File: config.mk
export PLATFORM = sky130hd
export DESIGN_NAME = wb_write_port_flat
export DESIGN_NICKNAME = d
export VERILOG_FILES = /design/src/rtl/wb_write_port_if.sv /design/src/rtl/wb_write_port.sv /design/src/flat_wrapper.sv
export SDC_FILE = /design/constraint.sdc
export NUM_CORES = 1
export LEC_CHECK = 0
export CAP_MARGIN = 20
export CORE_UTILIZATION = 45
export CTS_BUF_LIST = sky130_fd_sc_hd__clkbuf_2 sky130_fd_sc_hd__clkbuf_4 sky130_fd_sc_hd__clkbuf_8
export DETAILED_ROUTE_END_ITERATION = 10
export PLACE_DENSITY_LB_ADDON = 0.25
export SETUP_SLACK_MARGIN = 0.5
export SYNTH_ARGS = -nofsm -noshare
export SYNTH_HDL_FRONTEND = slang
export SYNTH_SLANG_ARGS = --single-unit
export TNS_END_PERCENT = 1
File: constraint.sdc
create_clock -name clk -period 9.95 [get_ports clk]
set_input_delay 1.99 -clock clk [delete_from_list [all_inputs] [get_ports clk]]
set_output_delay 1.99 -clock clk [all_outputs]
set_load 0.05 [all_outputs]
File: src/rtl/wb_write_port_if.sv
// Bundle of the writeback handshakes, register-file write port and bypass snoop
// signals for wb_write_port; master = pipes/decode side, slave = the port itself.
interface wb_write_port_if #(
  parameter int DEPTH  = 4,
  parameter int DATA_W = 32,
  parameter int ADDR_W = 5
);
  localparam int CNT_W = $clog2(DEPTH + 1);

  logic              mem_valid;
  logic [ADDR_W-1:0] mem_wr;
  logic [DATA_W-1:0] mem_wd;
  logic              mem_ready;

  logic              alu_valid;
  logic [ADDR_W-1:0] alu_wr;
  logic [DATA_W-1:0] alu_wd;
  logic              alu_ready;

  logic              write;
  logic [ADDR_W-1:0] WR;
  logic [DATA_W-1:0] WD;

  logic [ADDR_W-1:0] PR1;
  logic [ADDR_W-1:0] PR2;
  logic              byp1_hit;
  logic              byp2_hit;
  logic [DATA_W-1:0] byp1_data;
  logic [DATA_W-1:0] byp2_data;

  logic [CNT_W-1:0]  count;

  modport master (
    output mem_valid, mem_wr, mem_wd, alu_valid, alu_wr, alu_wd, PR1, PR2,
    input  mem_ready, alu_ready, write, WR, WD,
    input  byp1_hit, byp2_hit, byp1_data, byp2_data, count
  );

  modport slave (
    input  mem_valid, mem_wr, mem_wd, alu_valid, alu_wr, alu_wd, PR1, PR2,
    output mem_ready, alu_ready, write, WR, WD,
    output byp1_hit, byp2_hit, byp1_data, byp2_data, count
  );
endinterface

File: src/rtl/wb_write_port.sv
// In-order writeback queue driving the register file's single write port.
// Define WB_BYPASS_EN to enable the decode bypass lookup over queued entries.
module wb_write_port #(
  parameter int DEPTH  = 4,
  parameter int DATA_W = 32,
  parameter int ADDR_W = 5
) (
  input logic            clk,
  input logic            reset,
  wb_write_port_if.slave bus
);
  localparam int PTR_W = (DEPTH > 1) ? $clog2(DEPTH) : 1;
  localparam int CNT_W = $clog2(DEPTH + 1);

  logic [ADDR_W-1:0] wr_q [DEPTH];
  logic [DATA_W-1:0] wd_q [DEPTH];
  logic [PTR_W-1:0]  head_q;
  logic [PTR_W-1:0]  tail_q;
  logic [CNT_W-1:0]  count_q;

  logic             mem_ready;
  logic             alu_ready;
  logic             enq_mem;
  logic             enq_alu;
  logic             deq;
  logic             write_en;
  logic [PTR_W-1:0] alu_slot;
  logic [PTR_W-1:0] tail_next;

  function automatic logic [PTR_W-1:0] ptr_inc(input logic [PTR_W-1:0] p);
    return (p == PTR_W'(DEPTH - 1)) ? '0 : p + 1'b1;
  endfunction

  // Readies look only at the registered count, so the pop this cycle is never
  // credited; mem is older, so it gets the last free slot ahead of the ALU.
  always_comb begin
    mem_ready = (count_q <= CNT_W'(DEPTH - 1));
    alu_ready = (count_q <= CNT_W'(DEPTH - 2)) ||
                (!bus.mem_valid && (count_q <= CNT_W'(DEPTH - 1)));
    enq_mem   = bus.mem_valid && mem_ready && (bus.mem_wr != '0);
    enq_alu   = bus.alu_valid && alu_ready && (bus.alu_wr != '0);
    deq       = (count_q != '0);
    write_en  = deq && !reset;
    alu_slot  = enq_mem ? ptr_inc(tail_q) : tail_q;
    if (enq_alu) begin
      tail_next = ptr_inc(alu_slot);
    end else if (enq_mem) begin
      tail_next = ptr_inc(tail_q);
    end else begin
      tail_next = tail_q;
    end
  end

  always_comb begin
    bus.mem_ready = mem_ready;
    bus.alu_ready = alu_ready;
    bus.write     = write_en;
    bus.WR        = write_en ? wr_q[head_q] : '0;
    bus.WD        = write_en ? wd_q[head_q] : '0;
    bus.count     = reset ? '0 : count_q;
  end

  always_ff @(posedge clk) begin
    if (reset) begin
      head_q  <= '0;
      tail_q  <= '0;
      count_q <= '0;
    end else begin
      if (enq_mem) begin
        wr_q[tail_q] <= bus.mem_wr;
        wd_q[tail_q] <= bus.mem_wd;
      end
      if (enq_alu) begin
        wr_q[alu_slot] <= bus.alu_wr;
        wd_q[alu_slot] <= bus.alu_wd;
      end
      if (deq) begin
        head_q <= ptr_inc(head_q);
      end
      tail_q  <= tail_next;
      count_q <= count_q + CNT_W'(enq_mem) + CNT_W'(enq_alu) - CNT_W'(deq);
    end
  end

`ifdef WB_BYPASS_EN
  function automatic logic [PTR_W-1:0] slot_of(input logic [PTR_W-1:0] head, input int offset);
    int sum;
    sum = int'(head) + offset;
    if (sum >= DEPTH) sum = sum - DEPTH;
    return PTR_W'(sum);
  endfunction

  // Walk from head toward tail so a later (newer) match overrides an older one.
  always_comb begin
    bus.byp1_hit  = 1'b0;
    bus.byp2_hit  = 1'b0;
    bus.byp1_data = '0;
    bus.byp2_data = '0;
    if (!reset) begin
      for (int i = 0; i < DEPTH; i++) begin
        if (CNT_W'(i) < count_q) begin
          if ((bus.PR1 != '0) && (wr_q[slot_of(head_q, i)] == bus.PR1)) begin
            bus.byp1_hit  = 1'b1;
            bus.byp1_data = wd_q[slot_of(head_q, i)];
          end
          if ((bus.PR2 != '0) && (wr_q[slot_of(head_q, i)] == bus.PR2)) begin
            bus.byp2_hit  = 1'b1;
            bus.byp2_data = wd_q[slot_of(head_q, i)];
          end
        end
      end
    end
  end
`else
  logic unused_pr;
  assign unused_pr     = ^{bus.PR1, bus.PR2};
  assign bus.byp1_hit  = 1'b0;
  assign bus.byp2_hit  = 1'b0;
  assign bus.byp1_data = '0;
  assign bus.byp2_data = '0;
`endif
endmodule
File: src/flat_wrapper.sv
// flat-port wrapper written by rule: the top's interface ports become plain ports
module wb_write_port_flat 
#(
  parameter int DEPTH  = 4,
  parameter int DATA_W = 32,
  parameter int ADDR_W = 5
)
  (clk, reset, bus_mem_valid, bus_mem_wr, bus_mem_wd, bus_alu_valid, bus_alu_wr, bus_alu_wd, bus_PR1, bus_PR2, bus_mem_ready, bus_alu_ready, bus_write, bus_WR, bus_WD, bus_byp1_hit, bus_byp2_hit, bus_byp1_data, bus_byp2_data, bus_count);
  wb_write_port_if #(.DEPTH(DEPTH), .DATA_W(DATA_W), .ADDR_W(ADDR_W)) bus_i ();
  input logic clk;
  input logic reset;
  input wire logic [$bits(bus_i.mem_valid)-1:0] bus_mem_valid;
  input wire logic [$bits(bus_i.mem_wr)-1:0] bus_mem_wr;
  input wire logic [$bits(bus_i.mem_wd)-1:0] bus_mem_wd;
  input wire logic [$bits(bus_i.alu_valid)-1:0] bus_alu_valid;
  input wire logic [$bits(bus_i.alu_wr)-1:0] bus_alu_wr;
  input wire logic [$bits(bus_i.alu_wd)-1:0] bus_alu_wd;
  input wire logic [$bits(bus_i.PR1)-1:0] bus_PR1;
  input wire logic [$bits(bus_i.PR2)-1:0] bus_PR2;
  output wire logic [$bits(bus_i.mem_ready)-1:0] bus_mem_ready;
  output wire logic [$bits(bus_i.alu_ready)-1:0] bus_alu_ready;
  output wire logic [$bits(bus_i.write)-1:0] bus_write;
  output wire logic [$bits(bus_i.WR)-1:0] bus_WR;
  output wire logic [$bits(bus_i.WD)-1:0] bus_WD;
  output wire logic [$bits(bus_i.byp1_hit)-1:0] bus_byp1_hit;
  output wire logic [$bits(bus_i.byp2_hit)-1:0] bus_byp2_hit;
  output wire logic [$bits(bus_i.byp1_data)-1:0] bus_byp1_data;
  output wire logic [$bits(bus_i.byp2_data)-1:0] bus_byp2_data;
  output wire logic [$bits(bus_i.count)-1:0] bus_count;
  assign bus_i.mem_valid = bus_mem_valid;
  assign bus_i.mem_wr = bus_mem_wr;
  assign bus_i.mem_wd = bus_mem_wd;
  assign bus_i.alu_valid = bus_alu_valid;
  assign bus_i.alu_wr = bus_alu_wr;
  assign bus_i.alu_wd = bus_alu_wd;
  assign bus_i.PR1 = bus_PR1;
  assign bus_i.PR2 = bus_PR2;
  assign bus_mem_ready = bus_i.mem_ready;
  assign bus_alu_ready = bus_i.alu_ready;
  assign bus_write = bus_i.write;
  assign bus_WR = bus_i.WR;
  assign bus_WD = bus_i.WD;
  assign bus_byp1_hit = bus_i.byp1_hit;
  assign bus_byp2_hit = bus_i.byp2_hit;
  assign bus_byp1_data = bus_i.byp1_data;
  assign bus_byp2_data = bus_i.byp2_data;
  assign bus_count = bus_i.count;
  wb_write_port #(.DEPTH(DEPTH), .DATA_W(DATA_W), .ADDR_W(ADDR_W)) u_core (.clk(clk), .reset(reset), .bus(bus_i));
endmodule
* Word level (Yosys, flattened, before mapping)
Memories as Yosys holds them, arrays and structs flattened. A register that Yosys moved wholly into a read port is not among the register bits.
Cells that the tools add are included.
** Storage, ports and cells
- Input port bits :: 88
- Flip-flop bits (word level) :: 7
- Output and inout bits :: 109
- RAM bits :: 148
- Memories :: 2
- Logic and storage cells :: 46
** Operators by class
- Add/subtract/negate cells :: 6
- Order comparisons :: 2
- Multiplexer cells :: 18
- Eq/ne operators :: 3
- Reductions and logical operators :: 12
** Memory list
- u_core.wd_q :: words 4, bits a word 32, rd ports 1, clocked after memory_dff 1, write ports 2, RTL line wb_write_port.sv:16 : logic [DATA_W-1:0] wd_q [DEPTH];
- u_core.wr_q :: words 4, bits a word 5, rd ports 1, clocked after memory_dff 1, write ports 2, RTL line wb_write_port.sv:15 : logic [ADDR_W-1:0] wr_q [DEPTH];
** Operators with widths (count)
- $mux W32 :: 1
- $mux W2 :: 9
- $reduce_bool A5 Y1 :: 2
- $add A2 B1 Y2 const B :: 3
- $add A3 B1 Y3 :: 2
- $eq A2 B2 Y1 const B :: 3
- $le A3 B2 Y1 const B :: 2
- $logic_and A1 B1 Y1 :: 6
- $mux W1 :: 6
- $mux W5 :: 1
- $mux W3 :: 1
- $reduce_bool A3 Y1 :: 1
- $sub A3 B1 Y3 :: 1
- $logic_not A1 Y1 :: 2
- $logic_or A1 B1 Y1 :: 1

* Longest topological paths before layout
- Depth in word-level cells :: 8
- Gate-level depth with buffers :: 12
- Mapped depth without buffers :: 12

* Least setup slack after synthesis
No wires, ideal clock.
- Path type :: input to output
- From :: in reset
- To :: out bus_WD[26]
- Required time :: 7.960 ns
- Data arrival time :: 3.450 ns
- Path slack :: 4.510 ns
- Stages on the path :: 4
- Cells stage by stage :: clkbuf_1 > nor2_1 > clkbuf_1 > and2_1
** On the way
- Cells in the longest elaborated chain, start to end :: 3
** RTL lines
- start: declaration :: RTL line flat_wrapper.sv:11 : input logic reset;
- $logic_not A1 Y1 :: RTL line wb_write_port.sv:43 : write_en = deq && !reset;
- $logic_and A1 B1 Y1 :: RTL line wb_write_port.sv:43
- named net bus_write :: RTL line flat_wrapper.sv:22 : output wire logic [$bits(bus_i.write)-1:0] bus_write;
- $mux W32 :: RTL line wb_write_port.sv:59 : bus.WD = write_en ? wd_q[head_q] : '0;
- end: declaration :: RTL line flat_wrapper.sv:24 : output wire logic [$bits(bus_i.WD)-1:0] bus_WD;
The timed path passes the listed nets, and every way through them passes these cells.

* Worst setup path in the final report
- From :: in reset
- To :: out bus_WD[31]
** On the way
- Cells in the longest elaborated chain, start to end :: 3
** RTL lines (RTL line)
- $logic_not A1 Y1 :: wb_write_port.sv:43
- $logic_and A1 B1 Y1 :: wb_write_port.sv:43
- $mux W32 :: wb_write_port.sv:59
No other way between the ends.

==> flow_summary.ini <==
[synthesis]
synth_edf_count = 148
synth_cells = 543
synth-warning-count = 0
synth_ff_type = edfxtp_1
avgSynthCellArea_um2 = 16.4
synth_area_um2 = 8880
synth.distinct_cells = 30
async_flop_share_pct = 0
synth_seq_cells = 157
ys_seq_area_share_pct = 52.1

[pwr]
ir_drop_mv = 0.158
p_per_area_nw_per_um2 = 253
p_leak_nw = 3.72
total_power_mw = 2.65

[global_routing]
grt_pass1_wl_um = 27600
grt_max_degree = 39
grt_usage_pct = 18.9
first_global_vias = 5041
antenna_found_initial = 1
grt_overflow = 0

[clock_tree]
cts-hold-fix-buffers = 0
cts_made_buffers = 17
cts_max_level = 4
cts_tree = done
clk_path_buf_depth = 2
cts_setup_buffers = 0
cts_sinks = 157
post_cts_resized = 0
clk_latency_ns = 0.46
clkSlewWorstSetupHoldPaths_ns = 0.09
root_buffer = clkbuf_8

[routing]
via_count = 4778
ant_nets = 0
drc = 0
wl_um = 18200
via_per_inst = 5.10
wl_per_cell_um = 19.4
drt_iter0_drc = 275
firstDrtPassIters = 4

[layout]
area_delta_synth_final_pct = 18.2
insertedDiodeCount = 0
post_route_cells_drive_above_1_share_pct = 35.3
final_util_pct = 54.1
final_common_cell = edfxtp_1
finalInstanceArea_um2 = 10500
fin_nets = 761
final_cell_mix = edfxtp_1 (148), clkdlybuf4s50_1 (120), mux2_2 (78)

[floorplan]
row_count = 51
die-area_um2 = 20300
start_util_pct = 45.8
die_w_um = 142
top_level_ports = 197
coreArea_um2 = 19400
fp.dieH_um = 142

[placed_design]
dp_hpwl_um = 10500
placed_area_um2 = 10000
port_buffers = 120
gp_congestion = 0.749

[setup_path]
r2r_setup_slack_ns = 6.53
critPathMaxFanout = 38
cp-start-kind = input pin
crit_arrival_ns = 5.04
cp-end-kind = output pin
required_ns = 7.96
crit_type = input pin to output pin

[timing]
maxSlewHeadroom_pct = 29.4
fin_skew_ns = 0.00752
hold_viol = 0
fmax_mhz = 142
final_max_slew_viol_count = 0
rsz0062_at_grt = false
setup_viol = 0
tns_ns = 0
hold_ws_ns = 0.547
post-route-period-util_pct = 70.6
worst_slew_pin_slew_ns = 1.06
fin_crit_ns = 7.03

[run]
maxCapViolations = 0

[outcome]
status = finished, final reports clean

[hold_path]
hp-class = register to register
## cell usage after synthesis, types with 7 or more instances
cell type	number	share of area, %
edfxtp_1	148	50
mux2_2	78	9.9
mux2_4	72	12
buf_4	66	5.6
and2_1	37	2.6
mux4_2	37	9.4
buf_6	12	1.5
ha_1	12	1.7
clkbuf_1	11	0.47
inv_1	11	0.47
nor2_1	10	0.42
dfxtp_1	9	2.0
buf_2	7	0.39
## cell families (layout without fill, tap and decap cells)
logic type                 Yosys count  count (layout)  synth area share, %
AOI/OAI and AO/OA                   14              14                 1.23
other                                1              66               0.0422
xor gates and xnor gates             1               1               0.0987
muxes                              189             189                 31.7
buffers and inverters              107             171                 8.43
adders and majority gates           14              14                 2.14
and+or+nand+nor                     60              60                 4.30
DFF                                157             157                 52.1
## worst paths after layout
kind                            endpoint  depth (start not counted)                          start
max                           bus_WD[31]                          4                          reset
min                             register                          2  u_core.head_q[0]$_SDFFE_PP0N_
max reg2reg  u_core.wd_q[2][2]$_DFFE_PP_                         11   u_core.count_q[2]$_SDFF_PP0_
min reg2reg                     register                          2  u_core.head_q[0]$_SDFFE_PP0N_
## power breakdown
group	internal (mW)	total (mW)	leakage [nW]	switching, mW
Clock	0.227	0.482	0.196	0.254
Combinational	0.527	1.18	2.10	0.654
Sequential	0.892	0.989	1.43	0.0974
## layout make-up
class                           instances  area, um2
Fill cell                            1594       8900
Sequential cell                       157       4630
Multi-Input combinational cell        344       3780
Timing Repair Buffer                  128       1320
Tap cell                              265        332
Clock buffer                           17        234
Clock inverter                         15        163
Inverter                               11       41.3
## state kept, by name, summed over array words and instances (netlist names), named ones only
register and flops:
u_core.wd_q 128, u_core.count_q 3, u_core.tail_q 2, u_core.head_q 2
u_core.wr_q 20
## stage by stage
| step | cells | worst slack (ns) |
|---|---|---|
| after floorplan | 608 | 4.51 |
| after global placement | 901 | 2.97 |
| after detailed placement | 902 | 2.86 |
| after CTS | 934 | 2.86 |
| after global routing | 937 | 2.70 |
| final | 937 | 2.92 |
## worst max-delay path, stage by stage
cell and delay (ns):
clkdlybuf4s50_1 0.89, nor2_4 1.00, and2_1 0.31, clkdlybuf4s50_1 0.83
## metal layers
metal,GRT usage (%),wire (um),vias to the layer above
met3,4.04,836,30
met5,0,0,-
met1,22.8,7700,2431
met4,6.51,288,0
li1,-,-,2163
met2,33.2,9360,154
Power figures use the tool's default switching activity.
